### src/rtl/vx_task_dispatch.sv
// Task dispatcher: picks one producer per cycle (round-robin) and steers its task
// into the one-entry output register of a core port that still has credit.
// Core selection is round-robin (MODE 0) or least-loaded (MODE 1). Each core
// returns credit through a one-cycle done pulse per completed task.
module vx_task_dispatch #(
   parameter int NUM_INPUTS  = 1,
   parameter int NUM_OUTPUTS = 4,
   parameter int DATA_WIDTH  = 64,
   parameter int MAX_CREDITS = 4,
   parameter int MODE        = 0
) (
   input  logic                                   clk,
   input  logic                                   reset,
   input  logic [NUM_INPUTS-1:0]                  in_valid,
   output logic [NUM_INPUTS-1:0]                  in_ready,
   input  logic [NUM_INPUTS-1:0][DATA_WIDTH-1:0]  in_data,
   output logic [NUM_OUTPUTS-1:0]                 out_valid,
   input  logic [NUM_OUTPUTS-1:0]                 out_ready,
   output logic [NUM_OUTPUTS-1:0][DATA_WIDTH-1:0] out_data,
   input  logic [NUM_OUTPUTS-1:0]                 done,
   output logic                                   busy
);

   localparam int CW = $clog2(MAX_CREDITS + 1);
   localparam int IW = (NUM_INPUTS  > 1) ? $clog2(NUM_INPUTS)  : 1;
   localparam int OW = (NUM_OUTPUTS > 1) ? $clog2(NUM_OUTPUTS) : 1;
   localparam logic [CW-1:0] CREDIT_MAX = CW'(MAX_CREDITS);
   // Larger than any rotation distance or credit count, used as "no candidate yet".
   localparam int NO_KEY = NUM_INPUTS + NUM_OUTPUTS + MAX_CREDITS + 1;

   // Architectural state
   logic [CW-1:0]                          r_count [NUM_OUTPUTS];
   logic [NUM_OUTPUTS-1:0]                 r_out_valid;
   logic [NUM_OUTPUTS-1:0][DATA_WIDTH-1:0] r_out_data;
   logic [IW-1:0]                          r_in_ptr;
   logic [OW-1:0]                          r_out_ptr;

   // Decision logic
   logic [NUM_OUTPUTS-1:0] w_eligible;
   logic [NUM_OUTPUTS-1:0] w_count_zero;
   logic [NUM_OUTPUTS-1:0] w_out_onehot;
   logic [NUM_INPUTS-1:0]  w_in_onehot;
   logic                   w_in_found;
   logic                   w_out_found;
   logic                   w_accept;
   logic [DATA_WIDTH-1:0]  w_in_data;
   int                     w_in_idx;
   int                     w_in_best;
   int                     w_out_idx;
   int                     w_out_best;

   // Per-core eligibility: credit left and the output register free or draining now.
   always_comb begin
      for (int j = 0; j < NUM_OUTPUTS; j++) begin
         w_count_zero[j] = (r_count[j] == '0);
         w_eligible[j]   = (r_count[j] < CREDIT_MAX) && (!r_out_valid[j] || out_ready[j]);
      end
   end

   // Producer arbitration: nearest asserted in_valid at or after the input pointer.
   always_comb begin
      // NOTE: every variable gets a default before the loop so no path leaves it
      // unassigned; otherwise synthesis would infer a latch to hold the old value.
      w_in_found  = 1'b0;
      w_in_idx    = 0;
      w_in_best   = NO_KEY;
      w_in_data   = '0;
      w_in_onehot = '0;
      for (int i = 0; i < NUM_INPUTS; i++) begin
         if (in_valid[i] &&
             ((i - int'(r_in_ptr) + NUM_INPUTS) % NUM_INPUTS) < w_in_best) begin
            w_in_found = 1'b1;
            w_in_idx   = i;
            w_in_best  = (i - int'(r_in_ptr) + NUM_INPUTS) % NUM_INPUTS;
            w_in_data  = in_data[i];
         end
      end
      for (int i = 0; i < NUM_INPUTS; i++) begin
         w_in_onehot[i] = w_in_found && (i == w_in_idx);
      end
   end

   // Core selection: rotation distance from the output pointer (MODE 0) or the
   // credit count (MODE 1); strict compare keeps the lowest index on ties.
   always_comb begin
      w_out_found = 1'b0;
      w_out_idx   = 0;
      w_out_best  = NO_KEY;
      for (int j = 0; j < NUM_OUTPUTS; j++) begin
         if (w_eligible[j]) begin
            if (MODE == 1) begin
               if (int'(r_count[j]) < w_out_best) begin
                  w_out_found = 1'b1;
                  w_out_idx   = j;
                  w_out_best  = int'(r_count[j]);
               end
            end else begin
               if (((j - int'(r_out_ptr) + NUM_OUTPUTS) % NUM_OUTPUTS) < w_out_best) begin
                  w_out_found = 1'b1;
                  w_out_idx   = j;
                  w_out_best  = (j - int'(r_out_ptr) + NUM_OUTPUTS) % NUM_OUTPUTS;
               end
            end
         end
      end
   end

   // A task moves when both a producer and a core are available; nothing moves in reset.
   always_comb begin
      w_accept = !reset && w_in_found && w_out_found;
      for (int j = 0; j < NUM_OUTPUTS; j++) begin
         w_out_onehot[j] = w_accept && (j == w_out_idx);
      end
      in_ready = (!reset && w_out_found) ? w_in_onehot : '0;
   end

   // Control state: output valids, credit counters and both round-robin pointers.
   always_ff @(posedge clk) begin
      // NOTE: state is written with non-blocking assignments so every register
      // samples pre-edge values; blocking here would create order-dependent races.
      if (reset) begin
         r_out_valid <= '0;
         r_in_ptr    <= '0;
         r_out_ptr   <= '0;
         for (int j = 0; j < NUM_OUTPUTS; j++) begin
            r_count[j] <= '0;
         end
      end else begin
         for (int j = 0; j < NUM_OUTPUTS; j++) begin
            if (w_out_onehot[j]) begin
               r_out_valid[j] <= 1'b1;
            end else if (out_ready[j]) begin
               r_out_valid[j] <= 1'b0;
            end
            // A done with no credit outstanding is dropped so the counter never wraps.
            r_count[j] <= r_count[j] + CW'(w_out_onehot[j])
                                     - CW'(done[j] && !w_count_zero[j]);
         end
         if (w_accept) begin
            r_in_ptr <= IW'((w_in_idx + 1) % NUM_INPUTS);
            if (MODE == 0) begin
               r_out_ptr <= OW'((w_out_idx + 1) % NUM_OUTPUTS);
            end
         end
      end
   end

   // Payload registers: loaded on accept, qualified by r_out_valid.
   always_ff @(posedge clk) begin
      // NOTE: the data array has no reset; its content is meaningless while the
      // matching valid bit is low, and leaving it unreset keeps it plain flops.
      for (int j = 0; j < NUM_OUTPUTS; j++) begin
         if (w_out_onehot[j]) begin
            r_out_data[j] <= w_in_data;
         end
      end
   end

   assign out_valid = r_out_valid;
   assign out_data  = r_out_data;
   assign busy      = (|r_out_valid) || !(&w_count_zero);

   // A core must never return more completions than tasks it was given.
   a_done_without_credit: assert property (@(posedge clk) disable iff (reset)
      (done & w_count_zero) == '0);

endmodule

### config.mk
export PLATFORM = sky130hd
export DESIGN_NAME = vx_task_dispatch
export DESIGN_NICKNAME = d
export VERILOG_FILES = /design/src/rtl/vx_task_dispatch.sv
export SDC_FILE = /design/constraint.sdc
export NUM_CORES = 1
export LEC_CHECK = 0
export BUFFER_PORTS_ARGS = -buffer_cell sky130_fd_sc_hd__buf_2
export CORE_MARGIN = 3
export CORE_UTILIZATION = 53
export DETAILED_ROUTE_END_ITERATION = 8
export PLACE_DENSITY = 0.88
export SLEW_MARGIN = 20
export SYNTH_ARGS = -nofsm -noshare
export SYNTH_HDL_FRONTEND = slang
export SYNTH_SLANG_ARGS = --single-unit
export TNS_END_PERCENT = 50
### constraint.sdc
create_clock -name clk -period 14.55 [get_ports clk]
set_input_delay 0 -clock clk [delete_from_list [all_inputs] [get_ports clk]]
set_output_delay 0 -clock clk [all_outputs]
set_load 0.005 [all_outputs]
==> results_dict.tcl <==
set metrics [dict create \
    crit_chain "nor2b_1 -> or2_1 -> nor2_1 -> o31a_1 -> ha_1 -> a21oi_1 -> o21ai_1 -> a21oi_1 -> nand2_1 -> o21a_1 -> ha_1 -> nor2b_1 -> a221o_1 -> o41ai_2 -> o22a_1 -> ha_1 -> and2_2 -> buf_4 -> ha_1 -> fa_1 -> nor2b_1" \
    crit_slowest_cell "and2_2" \
    coreArea_sq_mm 0.01694 \
    grt_usage_pct 25.17 \
    cts.sinks 274 \
    nets 984 \
    final_common_cell "buf_2" \
    syn_area_sq_mm 0.009346 \
    crit_family "simple AND/OR/NAND/NOR gates" \
    drtIter0Drc 448 \
    ys_ff_latch 274 \
    cpPeakStageDelay_ps 720 \
    worstPathRequired_ps 14940 \
    grt_pass1_vias 6179 \
    regToRegEndpoint "r_count[3][1]$_SDFF_PP0_" \
    place_ws_ps 8809 \
    yosysUniqueCellTypes 41 \
    wire_per_inst_um 21.94 \
    fin_ws_ps 8823 \
    synth_area_per_cell_sq_um 20.14 \
    dp.final_hpwl_um 14910 \
    die_area_sq_mm 0.01926 \
    setup_violations 0 \
    antenna_found_initial 1 \
    ant_nets 0 \
    stdcell_count 1132 \
    ys_seq_area_share_pct 86.10 \
    peakVddDrop_mv 0.2930 \
    dp_cells 1012 \
    worstSkewPairLatency_ps 510 \
    netlist.area_leader.share_pct 82.25 \
    cp_data_arrival_time_ps 6120 \
    vias 5855 \
    status "completed" \
    period_share_pct 39.36 \
    worstPathMaxFanout 35 \
    h-tree-depth 1 \
    grt_pass1_wl_um 37560 \
    yosys_warnings 0 \
    hp-class "in -> reg" \
    clk_pin_slew_worst_paths_ps 60 \
    rows 47 \
    regToRegSetupSlack_ps 8820 \
    vias_per_cell 5.172 \
    syn_nets 557 \
    cts_buffer_depth 3 \
    start_kind "flop" \
    cap_violations 0 \
    drv_slew 0 \
    io_buffers 336 \
    overflow 0 \
    wirelength_um 24830 \
    final_cell_mix "buf_2, edfxtp_1, dlygate4sd3_1, and2_1, clkbuf_16" \
    worstSetupPathType "reg -> reg" \
    worst_slew_pin_slew_ps 1058 \
    synthTopCellsByArea "edfxtp_1, and2_1, dfxtp_1, ha_1, nor2b_1" \
    power_density_mw_per_mm2 199.0 \
    leakage_nw 5.157 \
    cts-root-buf "clkbuf_16" \
    drc_errors 0 \
    area_delta_synth_final_pct 37.91 \
    relSlewSlack_pct 29.45 \
    r2r_cells 21 \
    cts_tree "done" \
    rsz0062_at_grt "false" \
    fp.dieW_um 138.8 \
    ios 337 \
    final_util_pct 76.11 \
    cts_resized 0 \
    postPlaceCellArea_sq_mm 0.01129 \
    synth_largest_area_cell "edfxtp_1" \
    skew_ps 10.39 \
    cpMostUsedCell "ha_1" \
    syn_inst 464 \
    first_pass_iters 5 \
    fin_tns_setup_ps 0 \
    gp_congestion 0.8143 \
    hold_violations 0 \
    initial_utilization_pct 55.19 \
    clock.fmax_mhz 174.6 \
    crit_cells 21 \
    die_h_um 138.8 \
    grt_max_degree 69 \
    r2r-start "out_valid[0]$_SDFFE_PP0P_" \
    fin_crit_ps 5727 \
    design_area_sq_mm 0.01289 \
    path_buf_inv 1 \
    critPathCapture "r_count[3][1]$_SDFF_PP0_" \
    drive_gt1_share_pct 42.59 \
    startpoint "out_valid[0]$_SDFFE_PP0P_" \
    worst_setup_path_end_kind "flop" \
    cts_inserted_buffers 26 \
]
per-layer routing:
layer	global-route usage, %	part of all wire (%)	wire [um]
met1	29.61	36	8840
met2	47.15	55	13640
met3	4.172	6.7	1662
met4	8.033	2.8	685
met5	0	0	0
sequential cells by signal, indices dropped and copies added, names as in the netlist:
name       flops
r_out_ptr      2
out_valid      4
r_count       12
out_data     256
synth_stat cells (all sizes together):
library cell	count
nor4	1
o31ai	1
xnor2	8
o2bb2ai	1
o21bai	1
o41ai	1
nand4	1
a21o	2
a21oi	4
ha	14
nor2b	14
clkbuf	9
nor3	3
a32o	1
nand2b	3
xor2	1
o22a	1
or3	1
o21a	2
buf	1
a221o	1
mux2i	1
a21boi	1
and2	69
o31a	2
inv	19
edfxtp	256
o21ai	2
o221a	1
dfxtp	18
fa	4
o22ai	2
nor2	10
a22o	2
or2	1
nand2	3
or4	1
a221oi	1
where the power goes:
part | leakage (nW) | switching, mW | internal [mW]
Sequential | 2.51 | 0.0787 | 1.15
Combinational | 2.22 | 0.391 | 0.257
Clock | 0.428 | 0.279 | 0.409
worst min-delay path by stage:
stage / startpoint / endpoint / cells after the start
floorplan: in_valid / in_ready / 2
global placement: in_data[54] / out_data[54]$_DFFE_PP_ / 2
detailed placement: out_ready[3] / out_valid[3]$_SDFFE_PP0P_ / 3
CTS: done[2] / r_count[2][1]$_SDFF_PP0_ / 5
global route: done[2] / r_count[2][1]$_SDFF_PP0_ / 5
finish: done[2] / r_count[2][1]$_SDFF_PP0_ / 5
repair_timing:
item / 4_1_cts / 5_1_grt
buffers inserted: 0 / 0
hold buffers: 71 / 0
hold endpoints to repair: 273 / 0
endpoints found under the setup margin: 0 / 0
cells by family (layout without fill, tap and decap cells):
| group | after synthesis | in the layout | share of synthesized area (%) |
|---|---|---|---|
| DFF | 274 | 274 | 86.10 |
| and+or+nand+nor | 107 | 107 | 6.814 |
| buffers and inverters | 29 | 476 | 1.165 |
| AOI/OAI and AO/OA | 26 | 26 | 2.236 |
| adders and majority gates | 18 | 18 | 2.731 |
| xor gates and xnor gates | 9 | 9 | 0.8434 |
| muxes | 1 | 1 | 0.1071 |
| other | 0 | 1 | 0 |
metrics by stage:
step                      power (mW)  hold slack [ps]
final                          2.564            126.3
after global routing           2.690            203.9
after CTS                      2.569            121.3
after detailed placement       1.864            353.3
after global placement         1.828            352.6
after floorplan                1.541            133.4
tightest hold or removal path, cell delays in order:
cell     delay, ps
buf_2           90
nor2b_1        130
ha_1           170
fa_1           170
nor2_1          40
cell type report:
cell class                      instances  area, sq um
Timing Repair Buffer                  409         2407
Multi-Input combinational cell        161         1199
Inverter                               19        71.32
Sequential cell                       274         8048
Fill cell                             937         4046
Clock buffer                           28        679.4
Clock inverter                         20        207.7
Tap cell                              220        275.3
Antenna cell                            1        2.502
Power figures use the tool's default switching activity.
